### config.mk
export PLATFORM = sky130hd
export DESIGN_NAME = store_unit
export DESIGN_NICKNAME = d
export VERILOG_FILES = /design/src/rtl/store_unit.sv
export SDC_FILE = /design/constraint.sdc
export NUM_CORES = 1
export LEC_CHECK = 0
export CAP_MARGIN = 20
export CELL_PAD_IN_SITES_DETAIL_PLACEMENT = 1
export CELL_PAD_IN_SITES_GLOBAL_PLACEMENT = 1
export CORE_ASPECT_RATIO = 0.75
export CORE_UTILIZATION = 36
export DETAILED_ROUTE_END_ITERATION = 7
export GPL_TIMING_DRIVEN = 0
export PLACE_DENSITY_LB_ADDON = 0.1
export SYNTH_ARGS = -nofsm -noshare
export SYNTH_HDL_FRONTEND = slang
export SYNTH_SLANG_ARGS = --single-unit
export TNS_END_PERCENT = 10
### constraint.sdc
create_clock -name clk -period 3.08 [get_ports clk]
set_input_delay 0.616 -clock clk [delete_from_list [all_inputs] [get_ports clk]]
set_output_delay 0.616 -clock clk [all_outputs]
set_load 0.1 [all_outputs]
### src/rtl/store_unit.sv
// store_unit: turns an RV32I store request (SB/SH/SW) into one or two
// word-aligned write beats with byte strobes. A store that crosses a word
// boundary is either split into two beats or rejected with st_err, depending
// on ALLOW_MISALIGNED.
//
// Handshakes:
//   Request side: a request is taken on a rising edge where st_valid=1 and
//   st_ready=1. st_ready is high only in IDLE, and the requester holds its
//   request until then. st_done pulses for one cycle per accepted request,
//   and st_err qualifies it.
//   Memory side: mem_req and its beat fields stay constant until a rising edge
//   with mem_ack=1. mem_ack is ignored whenever mem_req=0.
module store_unit #(
    parameter bit ALLOW_MISALIGNED = 1'b1
) (
    input  logic        clk,
    input  logic        rst_n,
    input  logic        st_valid,
    output logic        st_ready,
    input  logic [31:0] st_addr,
    input  logic [31:0] st_data,
    input  logic [2:0]  st_size,
    output logic        st_done,
    output logic        st_err,
    output logic        mem_req,
    input  logic        mem_ack,
    output logic [31:0] mem_addr,
    output logic [31:0] mem_wdata,
    output logic [3:0]  mem_wstrb,
    output logic [1:0]  dbg_state
);

    typedef enum logic [1:0] {
        S_IDLE  = 2'd0,
        S_BEAT0 = 2'd1,
        S_BEAT1 = 2'd2,
        S_RESP  = 2'd3
    } state_t;

    state_t      state_q, state_d;
    logic        err_q, err_d;
    logic [31:0] addr_q, addr_d;
    logic [31:0] wdata_q, wdata_d;
    logic [3:0]  wstrb_q, wstrb_d;
    // Second-beat payload, captured at acceptance so BEAT1 needs no re-decode.
    logic [31:0] hi_data_q, hi_data_d;
    logic [3:0]  hi_strb_q, hi_strb_d;

    // Request decode, only meaningful while the request is presented in IDLE.
    logic [1:0]  off;
    logic [7:0]  mask8;
    logic        size_ok;
    logic [7:0]  strb8;
    logic [63:0] data64;
    logic [31:0] base;
    logic        crosses;

    // Size decode: byte mask for SB/SH/SW, anything else is illegal.
    always_comb begin
        mask8   = 8'h00;
        size_ok = 1'b1;
        case (st_size)
            3'd0:    mask8 = 8'h01;
            3'd1:    mask8 = 8'h03;
            3'd2:    mask8 = 8'h0F;
            default: size_ok = 1'b0;
        endcase
    end

    assign off     = st_addr[1:0];
    assign strb8   = mask8 << off;
    assign data64  = {32'b0, st_data} << {off, 3'b000};
    assign base    = {st_addr[31:2], 2'b00};
    assign crosses = |strb8[7:4];

    // Next-state and beat-register update.
    always_comb begin
        state_d   = state_q;
        err_d     = err_q;
        addr_d    = addr_q;
        wdata_d   = wdata_q;
        wstrb_d   = wstrb_q;
        hi_data_d = hi_data_q;
        hi_strb_d = hi_strb_q;
        case (state_q)
            S_IDLE: begin
                if (st_valid) begin
                    if (!size_ok || (!ALLOW_MISALIGNED && crosses)) begin
                        state_d = S_RESP;
                        err_d   = 1'b1;
                    end else begin
                        state_d   = S_BEAT0;
                        err_d     = 1'b0;
                        addr_d    = base;
                        wdata_d   = data64[31:0];
                        wstrb_d   = strb8[3:0];
                        hi_data_d = data64[63:32];
                        hi_strb_d = strb8[7:4];
                    end
                end
            end
            S_BEAT0: begin
                if (mem_ack) begin
                    if (|hi_strb_q) begin
                        // Next word; address wraps naturally at 32 bits.
                        state_d = S_BEAT1;
                        addr_d  = addr_q + 32'd4;
                        wdata_d = hi_data_q;
                        wstrb_d = hi_strb_q;
                    end else begin
                        state_d = S_RESP;
                    end
                end
            end
            S_BEAT1: begin
                if (mem_ack) begin
                    state_d = S_RESP;
                end
            end
            S_RESP: begin
                state_d = S_IDLE;
            end
            default: begin
                state_d = S_IDLE;
            end
        endcase
    end

    // State and beat registers; reset abandons any request in flight.
    always_ff @(posedge clk or negedge rst_n) begin
        if (!rst_n) begin
            state_q   <= S_IDLE;
            err_q     <= 1'b0;
            addr_q    <= 32'd0;
            wdata_q   <= 32'd0;
            wstrb_q   <= 4'd0;
            hi_data_q <= 32'd0;
            hi_strb_q <= 4'd0;
        end else begin
            state_q   <= state_d;
            err_q     <= err_d;
            addr_q    <= addr_d;
            wdata_q   <= wdata_d;
            wstrb_q   <= wstrb_d;
            hi_data_q <= hi_data_d;
            hi_strb_q <= hi_strb_d;
        end
    end

    assign st_ready  = (state_q == S_IDLE);
    assign st_done   = (state_q == S_RESP);
    assign st_err    = (state_q == S_RESP) && err_q;
    assign mem_req   = (state_q == S_BEAT0) || (state_q == S_BEAT1);
    assign mem_addr  = addr_q;
    assign mem_wdata = wdata_q;
    assign mem_wstrb = wstrb_q;
    assign dbg_state = state_q;

endmodule

== After elaboration in Yosys (flattened, before gate mapping) ==
Index checks and enable logic that the tools add are counted.
Cells by class
  reduce and logical (&&, ||, !) cells: 11
  equal/unequal tests: 10
  $add $sub $neg: 1
  muxes and demuxes: 24
  shift operators: 2
Operators with widths (count)
  $mux W32: 8
  $pmux W32 S2: 2
  $shl A32 B5 Y64: 1
  $add A32 B3 Y32 const B: 1
  $mux W4: 4
  $pmux W4 S3: 1
  $mux W2: 4
  $ne A2 B2 Y1 const B: 4
  $pmux W2 S4: 1
  $pmux W4 S2: 1
  $shl A8 B2 Y8: 1
  $reduce_and A3 Y1: 2
  $reduce_and A5 Y1: 1
  $eq A2 B2 Y1 const B: 2
  $reduce_or A4 Y1: 1
  $eq A3 B1 Y1 const B: 1
  $eq A3 B2 Y1 const B: 1
  $logic_not A3 Y1: 1
  $mux W1: 3
  $reduce_or A3 Y1: 1
  $eq A2 B1 Y1 const B: 1
  $logic_not A2 Y1: 1
  $ne A2 B1 Y1 const B: 1
  $reduce_and A2 Y1: 1
  other kinds (3): 3
Word-level totals
  output and inout port bits: 74
  input bits: 71
  word-level logic and storage cells: 55
  register bits after elaboration: 107

== Logic depth before layout (Yosys ltp) ==
  depth in word-level cells: 6
  gate-level depth with buffers: 10
  depth with buffers taken out: 7

== Worst setup path after synthesis ==
No wires, ideal clock.
  kind: register -> output
  start: register state_q[0] (netlist: dbg_state[0])
  end: output port st_err
  slack: -0.339 ns
  required time: 2.464 ns
  stages on the path, launching flop included: 3
  arrival: 2.803 ns
  path buffers: 0
  path through: dfrtp_1 -> ha_1 -> and2_1
On the way
  cells in the longest elaborated chain, start to end: 2
RTL lines
  from (decl): line 40  | state_t state_q, state_d;
  from (signal assigned): line 140  | state_q <= state_d;
  $eq A2 B2 Y1
  via st_done: line 23  | output logic st_done,
  $logic_and A1 B1 Y1: line 152  | assign st_err = (state_q == S_RESP) && err_q;
  to (decl): line 24  | output logic st_err,
The timed path passes the listed nets, and every way through them passes these cells.

== Final worst setup path ==
  start: register state_q[0] (netlist: dbg_state[0])
  end: output port st_err
On the way
  cells in the longest elaborated chain, start to end: 2
RTL lines (line)
  $eq A2 B2 Y1: 152
  $logic_and A1 B1 Y1: 152
No other way between the ends.

==> flow_results.xml <==
<?xml version="1.0" encoding="UTF-8"?>
<metrics>
  <group name="status">
    <metric name="status" unit="">finished clean</metric>
  </group>
  <group name="timing">
    <metric name="report.final.hold_viol_count" unit="">0</metric>
    <metric name="fin_crit" unit="ps">2910</metric>
    <metric name="setup_slack" unit="ps">174</metric>
    <metric name="fin_tns_setup" unit="ps">0</metric>
    <metric name="timing.fmax" unit="GHz">0.344</metric>
    <metric name="setup_repair_after_global_routing_missed_its_margin" unit="">false</metric>
    <metric name="worst_pin_slew" unit="ps">1250</metric>
    <metric name="setup_viol_count_final" unit="">0</metric>
    <metric name="final_period_util" unit="">0.943</metric>
    <metric name="timing.max_slew.rel_slack" unit="">0.157</metric>
    <metric name="finalMaxSlewViolations" unit="">0</metric>
    <metric name="worst_hold_slack" unit="ps">293</metric>
    <metric name="timing.clock.skew" unit="ps">6.29</metric>
  </group>
  <group name="detailed_routing">
    <metric name="drcViolationCount" unit="">0</metric>
    <metric name="drtAntennaViolNets" unit="">0</metric>
    <metric name="routedWlPerCell" unit="um">22.3</metric>
    <metric name="drt-vias-per-instance" unit="">5.94</metric>
    <metric name="drt-total-wl" unit="mm">22.3</metric>
    <metric name="total_iterations_of_the_first_detailed_routing_run" unit="">5</metric>
    <metric name="vias" unit="">5934</metric>
    <metric name="drt-initial-drc-count" unit="">469</metric>
  </group>
  <group name="floorplan">
    <metric name="fp.coreArea" unit="um^2">14700</metric>
    <metric name="ios" unit="">145</metric>
    <metric name="fp-row-count" unit="">38</metric>
    <metric name="die_w" unit="um">145</metric>
    <metric name="die_h" unit="um">109</metric>
    <metric name="die_area" unit="um^2">15800</metric>
    <metric name="start_util" unit="">0.375</metric>
  </group>
  <group name="placed_design">
    <metric name="placement.setup.worst_slack" unit="ps">-304</metric>
    <metric name="place.gp.congestion" unit="">0.885</metric>
    <metric name="place.detailed.hpwl" unit="mm">16.3</metric>
    <metric name="dpl_cell_area" unit="um^2">7200</metric>
    <metric name="io_buffers" unit="">140</metric>
  </group>
  <group name="global_routing">
    <metric name="via_count_of_the_first_global_routing_pass" unit="">6047</metric>
    <metric name="global_router_s_overall_resource_usage" unit="">0.298</metric>
    <metric name="antenna_violations_before_repair" unit="">0</metric>
    <metric name="grt_start_max_net_pins" unit="">51</metric>
    <metric name="grt_pass1_wl" unit="mm">34.6</metric>
    <metric name="grt_remaining_overflow" unit="">0</metric>
  </group>
  <group name="layout">
    <metric name="stdcell_area" unit="um^2">7500</metric>
    <metric name="diodes" unit="">0</metric>
    <metric name="final-seq-area" unit="um^2">2400</metric>
    <metric name="layout.filler_cells" unit="">1705</metric>
    <metric name="share_of_post_route_cells_with_drive_strength_above_1" unit="">0.0851</metric>
    <metric name="multi_input_comb_area" unit="um^2">2860</metric>
    <metric name="synthToLayoutAreaGrowth" unit="%">36.3</metric>
    <metric name="nNetsFinal" unit="">871</metric>
  </group>
  <group name="synthesis">
    <metric name="top_area_cell_type_share_of_the_netlist_area" unit="">0.436</metric>
    <metric name="synth_edf_count" unit="">0</metric>
    <metric name="synth.cell_area" unit="um^2">5500</metric>
    <metric name="warnings_from_yosys" unit="">0</metric>
    <metric name="synth_area_per_cell" unit="um^2">8.60</metric>
    <metric name="synth_top_cells_by_area" unit="">sky130_fd_sc_hd__dfrtp_1 (44%), sky130_fd_sc_hd__nand2_1 (7.8%), sky130_fd_sc_hd__o21ai_0 (5.2%), sky130_fd_sc_hd__a21oi_1 (3.7%), sky130_fd_sc_hd__mux2_2 (3.7%)</metric>
    <metric name="ys_dominant_reg_cell" unit="">sky130_fd_sc_hd__dfrtp_1</metric>
    <metric name="synth_area_leader_cell" unit="">sky130_fd_sc_hd__dfrtp_1</metric>
    <metric name="synthesis.instances" unit="">640</metric>
    <metric name="synth-seq-cells" unit="">96</metric>
    <metric name="synth.lib_cells_used.distinct" unit="">61</metric>
    <metric name="synth.yosys.seq_area_share" unit="">0.436</metric>
    <metric name="asyncSetResetFlopFracSynth" unit="">1.00</metric>
  </group>
  <group name="critical_path">
    <metric name="crit_start_category" unit="">flop</metric>
    <metric name="cp-end-kind" unit="">output pin</metric>
    <metric name="criticalPathCategory" unit="">flop to output pin</metric>
    <metric name="worst_ep_required_time" unit="ps">2460</metric>
    <metric name="worst-r2r-setup-slack" unit="ps">230</metric>
    <metric name="r2r_cells" unit="">8</metric>
    <metric name="timing.critical_path.fanout_max" unit="">7</metric>
    <metric name="arrival" unit="ps">2290</metric>
  </group>
  <group name="worst_hold_path">
    <metric name="worstHoldPathType" unit="">primary input to asynchronous set/reset pin</metric>
  </group>
  <group name="cts">
    <metric name="ctsRootBufferMaster" unit="">sky130_fd_sc_hd__clkbuf_16</metric>
    <metric name="cts.hold.buffers_added" unit="">0</metric>
    <metric name="ctsLongestPathBuffers" unit="">2</metric>
    <metric name="clock_tree.htree_level_count" unit="">3</metric>
    <metric name="tritoncts.num_buffers" unit="">9</metric>
    <metric name="cts_sinks" unit="">96</metric>
    <metric name="cts.repair_timing.setup_buffer_count" unit="">0</metric>
    <metric name="clkTransAtPathRegs" unit="ps">70</metric>
    <metric name="tritoncts" unit="">yes</metric>
    <metric name="cts_repair_resizes" unit="">1</metric>
    <metric name="clk-insertion-delay-late" unit="ps">360</metric>
  </group>
  <group name="run">
    <metric name="max_cap_violations" unit="">0</metric>
  </group>
</metrics>
==> area by class of cell <==
class | instances | share of cell area
inverters | 9 | 0.00450
clock buffers | 10 | 0.0319
flip-flops and latches | 96 | 0.320
plain buffers | 52 | 0.0299
well taps | 200 | 0.0334
repair buffers | 142 | 0.191
clock inverters | 6 | 0.00767
multi-input cells | 484 | 0.381
==> cell usage in the layout, fill, tap and decap left out, types with 4 or more instances in the layout <==
cell type	count
sky130_fd_sc_hd__o22ai_1	10
sky130_fd_sc_hd__o211ai_1	4
sky130_fd_sc_hd__nor3_1	9
sky130_fd_sc_hd__ha_1	4
sky130_fd_sc_hd__or4_1	4
sky130_fd_sc_hd__clkdlybuf4s50_1	137
sky130_fd_sc_hd__a221o_1	4
sky130_fd_sc_hd__dfrtp_1	96
sky130_fd_sc_hd__a221oi_1	12
sky130_fd_sc_hd__a31oi_1	11
sky130_fd_sc_hd__and3_1	8
sky130_fd_sc_hd__and2_1	6
sky130_fd_sc_hd__nand3_1	14
sky130_fd_sc_hd__buf_2	9
sky130_fd_sc_hd__and4_1	5
sky130_fd_sc_hd__buf_1	4
sky130_fd_sc_hd__nand4_1	12
sky130_fd_sc_hd__or2_2	4
sky130_fd_sc_hd__nand2_1	114
sky130_fd_sc_hd__buf_4	4
sky130_fd_sc_hd__mux2i_1	11
sky130_fd_sc_hd__o21ai_0	57
sky130_fd_sc_hd__a2bb2oi_1	8
sky130_fd_sc_hd__mux2_2	18
sky130_fd_sc_hd__clkbuf_1	34
sky130_fd_sc_hd__clkbuf_16	9
sky130_fd_sc_hd__nor2_1	52
sky130_fd_sc_hd__inv_1	8
sky130_fd_sc_hd__o31ai_1	13
sky130_fd_sc_hd__o32ai_1	4
sky130_fd_sc_hd__a21oi_1	40
sky130_fd_sc_hd__a22oi_1	15
==> cell usage after synthesis (10+ instances only) <==
master,number
sky130_fd_sc_hd__nor2_1,53
sky130_fd_sc_hd__a21oi_1,41
sky130_fd_sc_hd__mux2_2,18
sky130_fd_sc_hd__clkbuf_1,34
sky130_fd_sc_hd__dfrtp_1,96
sky130_fd_sc_hd__nand4_1,12
sky130_fd_sc_hd__a221oi_1,12
sky130_fd_sc_hd__o21ai_0,57
sky130_fd_sc_hd__o31ai_1,13
sky130_fd_sc_hd__nand2_1,114
sky130_fd_sc_hd__mux2i_1,11
sky130_fd_sc_hd__nand3_1,14
sky130_fd_sc_hd__a22oi_1,15
sky130_fd_sc_hd__a31oi_1,11
sky130_fd_sc_hd__o22ai_1,10
==> sequential cells by signal, indices dropped and copies added, names as in the netlist <==
signal / count
hi_strb_q: 3
mem_wstrb: 4
mem_wdata: 32
mem_addr: 30
err_q: 1
dbg_state: 2
hi_data_q: 24
==> worst paths after layout <==
| path | startpoint | endpoint |
|---|---|---|
| min in group clk | mem_wdata[13]$_DFFE_PN0P_ | mem_wdata[13]$_DFFE_PN0P_ |
| min | rst_n | mem_wdata[10]$_DFFE_PN0P_ |
| min reg2reg | mem_wdata[13]$_DFFE_PN0P_ | mem_wdata[13]$_DFFE_PN0P_ |
| max in group asynchronous | rst_n | mem_addr[8]$_DFFE_PN0P_ |
| max | dbg_state[0]$_DFFE_PN0P_ | st_err |
| max reg2reg | dbg_state[0]$_DFFE_PN0P_ | mem_addr[27]$_DFFE_PN0P_ |
==> routing by layer <==
| layer | global-route usage | vias to the layer above | routed length, um |
|---|---|---|---|
| li1 | - | 2641 | - |
| met1 | 0.423 | 3004 | 10400 |
| met2 | 0.461 | 264 | 10000 |
| met3 | 0.0567 | 25 | 1580 |
| met4 | 0.0842 | 0 | 257 |
| met5 | 0 | - | 0 |
==> critical path: stages (launching register included) <==
cell and delay [ps]:
sky130_fd_sc_hd__dfrtp_1 480, sky130_fd_sc_hd__ha_2 220, sky130_fd_sc_hd__and2_1 110, sky130_fd_sc_hd__clkdlybuf4s50_1 1120
==> stage by stage <==
step	std cells	utilization
after floorplan	641	-
after global placement	981	0.488
after detailed placement	983	0.490
after CTS	999	0.510
after global routing	999	0.511
final	999	0.511
==> logic make-up after synthesis <==
family                   after synthesis  synth area share
AO/OA/AOI/OAI                        200             0.235
adder cells (fa/ha/maj)                6            0.0136
buffers and inverters                 61            0.0468
flip-flops                            96             0.436
multiplexers                          29            0.0568
other                                  1          0.000681
AND/OR/NAND/NOR                      247             0.211
Power is left out: the tool's default activity adds up to more than one toggle a clock period on the data nets, which glitch-free logic cannot reach.
